[src/rtl/triangle_rasterizer.sv]
// Sequential point-in-triangle rasterizer: scans the vertex bounding box row by row,
// streams every inside point over a valid/ready port and pulses DONE with the count.
module triangle_rasterizer #(
    parameter int W           = 12,
    parameter int ACCEPT_BOTH = 0
) (
    input  logic           CLK,
    input  logic           RST_N,
    input  logic           START,
    input  logic [W-1:0]   PONTOX1,
    input  logic [W-1:0]   PONTOY1,
    input  logic [W-1:0]   PONTOX2,
    input  logic [W-1:0]   PONTOY2,
    input  logic [W-1:0]   PONTOX3,
    input  logic [W-1:0]   PONTOY3,
    output logic           BUSY,
    output logic           OUT_VALID,
    input  logic           OUT_READY,
    output logic [W-1:0]   OUT_X,
    output logic [W-1:0]   OUT_Y,
    output logic           DONE,
    output logic [2*W:0]   COUNT
);

    localparam int EW = 2*W + 3;
    localparam logic [W-1:0]   ONE_W   = {{(W-1){1'b0}}, 1'b1};
    localparam logic [2*W:0]   ONE_C   = {{(2*W){1'b0}}, 1'b1};
    localparam logic [2*W:0]   ZERO_C  = {(2*W+1){1'b0}};
    localparam logic [W-1:0]   ZERO_W  = {W{1'b0}};
    localparam logic [EW-1:0]  ZERO_E  = {EW{1'b0}};

    typedef enum logic [2:0] {
        ST_IDLE   = 3'd0,
        ST_SETUP  = 3'd1,
        ST_SCAN   = 3'd2,
        ST_HOLD   = 3'd3,
        ST_FINISH = 3'd4
    } state_t;

    function automatic logic [W-1:0] min3(input logic [W-1:0] a, input logic [W-1:0] b,
                                          input logic [W-1:0] c);
        logic [W-1:0] m;
        m    = (a < b) ? a : b;
        min3 = (c < m) ? c : m;
    endfunction

    function automatic logic [W-1:0] max3(input logic [W-1:0] a, input logic [W-1:0] b,
                                          input logic [W-1:0] c);
        logic [W-1:0] m;
        m    = (a > b) ? a : b;
        max3 = (c > m) ? c : m;
    endfunction

    // Full-precision edge function; sign-extending before the multiply keeps the
    // two's-complement product exact in 2W+2 bits, and the difference exact in 2W+3.
    function automatic logic [EW-1:0] edge_fn(input logic [W-1:0] ax, input logic [W-1:0] ay,
                                              input logic [W-1:0] bx, input logic [W-1:0] by,
                                              input logic [W-1:0] px, input logic [W-1:0] py);
        logic [W:0]     dpx;
        logic [W:0]     day;
        logic [W:0]     dax;
        logic [W:0]     dpy;
        logic [2*W+1:0] p1;
        logic [2*W+1:0] p2;
        dpx = {1'b0, px} - {1'b0, bx};
        day = {1'b0, ay} - {1'b0, by};
        dax = {1'b0, ax} - {1'b0, bx};
        dpy = {1'b0, py} - {1'b0, by};
        p1  = {{(W+1){dpx[W]}}, dpx} * {{(W+1){day[W]}}, day};
        p2  = {{(W+1){dax[W]}}, dax} * {{(W+1){dpy[W]}}, dpy};
        edge_fn = {p1[2*W+1], p1} - {p2[2*W+1], p2};
    endfunction

    state_t         state_q, state_d;
    logic [W-1:0]   x1_q, y1_q, x2_q, y2_q, x3_q, y3_q;
    logic [W-1:0]   x1_d, y1_d, x2_d, y2_d, x3_d, y3_d;
    logic [W-1:0]   xmin_q, xmax_q, ymin_q, ymax_q;
    logic [W-1:0]   xmin_d, xmax_d, ymin_d, ymax_d;
    logic [W-1:0]   cx_q, cy_q, cx_d, cy_d;
    logic           last_q, last_d;
    logic           out_valid_q, out_valid_d;
    logic [W-1:0]   out_x_q, out_y_q, out_x_d, out_y_d;
    logic [2*W:0]   count_q, count_d;
    logic           busy_q, busy_d;
    logic           done_q, done_d;

    logic [EW-1:0]  e12_s, e23_s, e31_s;
    logic           all_nonneg_s, all_nonpos_s;
    logic           inside_s, at_end_s, eval_s;

    assign e12_s = edge_fn(x1_q, y1_q, x2_q, y2_q, cx_q, cy_q);
    assign e23_s = edge_fn(x2_q, y2_q, x3_q, y3_q, cx_q, cy_q);
    assign e31_s = edge_fn(x3_q, y3_q, x1_q, y1_q, cx_q, cy_q);

    assign all_nonneg_s = !e12_s[EW-1] && !e23_s[EW-1] && !e31_s[EW-1];
    assign all_nonpos_s = (e12_s[EW-1] || (e12_s == ZERO_E)) &&
                          (e23_s[EW-1] || (e23_s == ZERO_E)) &&
                          (e31_s[EW-1] || (e31_s == ZERO_E));
    assign inside_s     = all_nonneg_s || ((ACCEPT_BOTH != 0) && all_nonpos_s);
    assign at_end_s     = (cx_q == xmax_q) && (cy_q == ymax_q);

    // A point is evaluated in SCAN, or in HOLD on the handshake cycle so that
    // back-to-back inside points sustain one per cycle.
    assign eval_s = (state_q == ST_SCAN) ||
                    ((state_q == ST_HOLD) && OUT_READY && !last_q);

    // Next-state, datapath and registered-output computation.
    always_comb begin
        state_d     = state_q;
        x1_d        = x1_q;
        y1_d        = y1_q;
        x2_d        = x2_q;
        y2_d        = y2_q;
        x3_d        = x3_q;
        y3_d        = y3_q;
        xmin_d      = xmin_q;
        xmax_d      = xmax_q;
        ymin_d      = ymin_q;
        ymax_d      = ymax_q;
        cx_d        = cx_q;
        cy_d        = cy_q;
        last_d      = last_q;
        out_valid_d = out_valid_q;
        out_x_d     = out_x_q;
        out_y_d     = out_y_q;
        count_d     = count_q;
        busy_d      = busy_q;
        done_d      = 1'b0;

        case (state_q)
            ST_IDLE: begin
                if (START) begin
                    x1_d    = PONTOX1;
                    y1_d    = PONTOY1;
                    x2_d    = PONTOX2;
                    y2_d    = PONTOY2;
                    x3_d    = PONTOX3;
                    y3_d    = PONTOY3;
                    state_d = ST_SETUP;
                end else begin
                    state_d = ST_IDLE;
                end
            end
            ST_SETUP: begin
                xmin_d  = min3(x1_q, x2_q, x3_q);
                xmax_d  = max3(x1_q, x2_q, x3_q);
                ymin_d  = min3(y1_q, y2_q, y3_q);
                ymax_d  = max3(y1_q, y2_q, y3_q);
                cx_d    = min3(x1_q, x2_q, x3_q);
                cy_d    = min3(y1_q, y2_q, y3_q);
                count_d = ZERO_C;
                last_d  = 1'b0;
                state_d = ST_SCAN;
            end
            ST_SCAN: begin
                state_d = ST_SCAN;
            end
            ST_HOLD: begin
                if (OUT_READY) begin
                    count_d = count_q + ONE_C;
                    if (last_q) begin
                        out_valid_d = 1'b0;
                        state_d     = ST_FINISH;
                    end else begin
                        state_d     = ST_HOLD;
                    end
                end else begin
                    state_d = ST_HOLD;
                end
            end
            ST_FINISH: begin
                state_d = ST_IDLE;
            end
            default: begin
                state_d = ST_IDLE;
            end
        endcase

        if (eval_s) begin
            if (inside_s) begin
                out_x_d     = cx_q;
                out_y_d     = cy_q;
                out_valid_d = 1'b1;
                state_d     = ST_HOLD;
            end else begin
                out_valid_d = 1'b0;
                state_d     = at_end_s ? ST_FINISH : ST_SCAN;
            end
            if (at_end_s) begin
                last_d = 1'b1;
            end else if (cx_q == xmax_q) begin
                cx_d = xmin_q;
                cy_d = cy_q + ONE_W;
            end else begin
                cx_d = cx_q + ONE_W;
            end
        end else begin
            last_d = last_d;
        end

        busy_d = (state_d == ST_SETUP) || (state_d == ST_SCAN) || (state_d == ST_HOLD);
        done_d = (state_d == ST_FINISH);
    end

    // State and datapath registers; reset aborts any scan in progress.
    always_ff @(posedge CLK or negedge RST_N) begin
        if (!RST_N) begin
            state_q     <= ST_IDLE;
            x1_q        <= ZERO_W;
            y1_q        <= ZERO_W;
            x2_q        <= ZERO_W;
            y2_q        <= ZERO_W;
            x3_q        <= ZERO_W;
            y3_q        <= ZERO_W;
            xmin_q      <= ZERO_W;
            xmax_q      <= ZERO_W;
            ymin_q      <= ZERO_W;
            ymax_q      <= ZERO_W;
            cx_q        <= ZERO_W;
            cy_q        <= ZERO_W;
            last_q      <= 1'b0;
            out_valid_q <= 1'b0;
            out_x_q     <= ZERO_W;
            out_y_q     <= ZERO_W;
            count_q     <= ZERO_C;
            busy_q      <= 1'b0;
            done_q      <= 1'b0;
        end else begin
            state_q     <= state_d;
            x1_q        <= x1_d;
            y1_q        <= y1_d;
            x2_q        <= x2_d;
            y2_q        <= y2_d;
            x3_q        <= x3_d;
            y3_q        <= y3_d;
            xmin_q      <= xmin_d;
            xmax_q      <= xmax_d;
            ymin_q      <= ymin_d;
            ymax_q      <= ymax_d;
            cx_q        <= cx_d;
            cy_q        <= cy_d;
            last_q      <= last_d;
            out_valid_q <= out_valid_d;
            out_x_q     <= out_x_d;
            out_y_q     <= out_y_d;
            count_q     <= count_d;
            busy_q      <= busy_d;
            done_q      <= done_d;
        end
    end

    assign BUSY      = busy_q;
    assign OUT_VALID = out_valid_q;
    assign OUT_X     = out_x_q;
    assign OUT_Y     = out_y_q;
    assign DONE      = done_q;
    assign COUNT     = count_q;

endmodule

[config.mk]
export PLATFORM = sky130hd
export DESIGN_NAME = triangle_rasterizer
export DESIGN_NICKNAME = d
export VERILOG_FILES = /design/src/rtl/triangle_rasterizer.sv
export SDC_FILE = /design/constraint.sdc
export NUM_CORES = 2
export LEC_CHECK = 0
export ABC_AREA = 1
export CAP_MARGIN = 20
export CORE_MARGIN = 2
export CORE_UTILIZATION = 70
export CTS_CLUSTER_DIAMETER = 80
export DETAILED_ROUTE_END_ITERATION = 12
export PLACE_DENSITY = 0.95
export SYNTH_ARGS = -nofsm -noshare
export SYNTH_HDL_FRONTEND = slang
export SYNTH_SLANG_ARGS = --single-unit
[constraint.sdc]
create_clock -name CLK -period 12.3 [get_ports CLK]
set_input_delay 2.46 -clock CLK [delete_from_list [all_inputs] [get_ports CLK]]
set_output_delay 2.46 -clock CLK [all_outputs]
set_load 0.01 [all_outputs]
==> metrics.txt <==
Final Hold Violating Endpoints=0; Max-slew headroom=0.156; DR DRC count=0; Max Slew Vio Count=0; ys async rst share=1.00; CTS sink cnt=188; initial antenna violation count=5; CTS Buf Count=17; Synth Instances=6661; drt first pass iters=8; Worst-Margin Slew=1.26 ns; Routed Antenna Nets=0; Post-Syn Area=55100 sq um; DPL Wire Length=139000 um; Die Span Y=285 um; main flop type after synthesis=dfrtp_1; gr ovfl total=0; Slowest-stage cell, CP=nand2_1; Synth Register Bits=188; final setup fails=0; status=complete, no violations; FF/Latch Area=4700 sq um; fmax=93.6 MHz; Avg Cell Area, Syn=between 8 and 9 sq um; minimum clock period=10.68 ns; layout cells sized above 1=0.0251; core area=77700 sq um; port buffer count=127; Setup WS post-layout=1.62 ns; CTS root buffer=clkbuf_16; slack of the worst reg-to-reg path=1.62 ns; CTS tree=yes; Die ar.=81000 sq um; top post-synthesis cells by area=fa_1, ha_1, inv_1; count of flip-flops with a built-in enable after synthesis=0; Max FO, Critical Path=29; H-tree depth=4; Synth-to-Final Area Change=5.45%; Yosys cell types=between 50 and 60; Initial DRC Count=4894; first-pass GRT wire length=roughly 260000 um; slowest stage delay, CP=around 0.75 ns; DR vias=~46000; post-CTS setup buffers=0; largest area contributor in the netlist=fa_1; Nets=8509; commonest non-fill, non-tap cells in the layout=inv_1, fa_1, nand2_1, nor2_1, ha_1; area of the multi-input gates=around 43000 sq um; post_cts resized=0; drt wl/cell=21.3 um; Starting Density=0.709; Clock Latency Late Sink=0.46 ns; Worst Setup Start Kind=register; sequential area share after synthesis=0.0854; Worst EP arrival=around 11 ns; GRT Overall Usage=0.418; hold buffers post-CTS=0; CTS max path bufs=2; commonest non-fill, non-tap cell in the layout=inv_1; Avg Vias per Cell=slightly below 6; HP Class=register to register; routed wire length=165000 um; die width=285 um; RSZ-0062 raised after global routing=no; share of the synthesized area in the top cell type=0.426; pin count of the biggest net entering global routing=approximately 120; TNS Setup=0 ns; final period utilization=0.868; number of global-route vias before repair=around 50000; most frequent CP cell=inv_1; Ports=128; row cnt=~100; filler cell count=5252; max_cap viols=0; Clock transition at path regs=0.09 ns; Synth warnings=0; Critical Path RT=~13 ns; Mapped Nets=8448; Crit. End Element=register; routability congestion estimate=roughly 1.1; Clock Skews=0.0175 ns; WS Path Type=register to register; Setup WS pre-CTS=1.87 ns
flip-flops by register name, indices dropped and copies added (netlist names):
name       cells
OUT_Y         12
xmax_q        12
x1_q          12
y3_q          12
state_q        3
y2_q          12
cy_q          12
OUT_VALID      1
xmin_q        12
last_q         1
OUT_X         12
cx_q          12
ymax_q        12
DONE           1
BUSY           1
y1_q          12
x3_q          12
COUNT         25
x2_q          12
per-layer routing:
| layer | up-vias | global-route usage | share of wire |
|---|---|---|---|
| li1 | 19800 | - | - |
| met3 | 906 | 0.107 | 0.12 |
| met4 | 8 | 0.263 | 0.078 |
| met5 | - | 0 | 0.00031 |
| met2 | 3187 | 0.662 | 0.46 |
| met1 | 22500 | 0.514 | 0.35 |
stage by stage:
step / utilization / std cells / cell area, sq um / hold WS [ns]
after global routing: 0.747 / 7774 / 58100 / 0.506
after floorplan: - / 6661 / 55100 / 0.464
after CTS: 0.747 / 7770 / 58100 / 0.468
after global placement: 0.740 / 7739 / 57500 / 0.461
after detailed placement: 0.740 / 7739 / 57500 / 0.458
final: 0.747 / 7775 / 58100 / 0.471
cell usage after synthesis, drive strengths merged, types with 40 or more instances:
| cell type | instances |
|---|---|
| o21ai | 137 |
| nor2 | 670 |
| a21oi | 356 |
| dfrtp | 188 |
| clkbuf | 87 |
| nand2 | 1119 |
| ha | 538 |
| nand4 | 40 |
| fa | 1173 |
| or2 | 69 |
| nand3 | 146 |
| xor2 | 78 |
| inv | 1786 |
path summary, 6_finish.rpt:
kind                       startpoint         to  cells past startpoint
setup / recovery              x3_q[0]       DONE                     42
hold / removal              COUNT[24]  COUNT[24]                      1
setup reg to reg              x3_q[0]       DONE                     42
hold reg to reg             COUNT[24]  COUNT[24]                      1
max in group asynchronous       RST_N    y3_q[4]                      2
min in group asynchronous       RST_N  COUNT[17]                      1
worst max-delay path: cells and delay by family (launching register included):
family,cells,cell delay (ns)
AND/OR/NAND/NOR,15,3.20
AO/OA/AOI/OAI,6,1.03
buffers and inverters,11,1.18
flip-flops,1,0.47
adder cells (fa/ha/maj),10,4.61
logic make-up (layout without fill, tap and decap cells):
logic type / Yosys count / after routing / synth area share
AO/OA/AOI/OAI: 596 / 596 / 0.0592
XOR/XNOR: 117 / 117 / 0.0187
adder cells (fa/ha/maj): 1711 / 1711 / 0.548
buffers and inverters: 1942 / 2015 / 0.133
flip-flops: 188 / 188 / 0.0854
other: 0 / 1 / 0
AND/OR/NAND/NOR: 2107 / 2107 / 0.155
final cells by class:
class	instances	area share
clock buffers	17	0.00732
inverters	1816	0.117
repair buffers	168	0.0273
multi-input cells	4531	0.742
well taps	1040	0.0224
diodes	1	0.0000431
flip-flops and latches	188	0.0810
clock inverters	14	0.00256
Power is not shown: default switching activity piles up to over one toggle a cycle in this logic, so the estimate is an artifact.
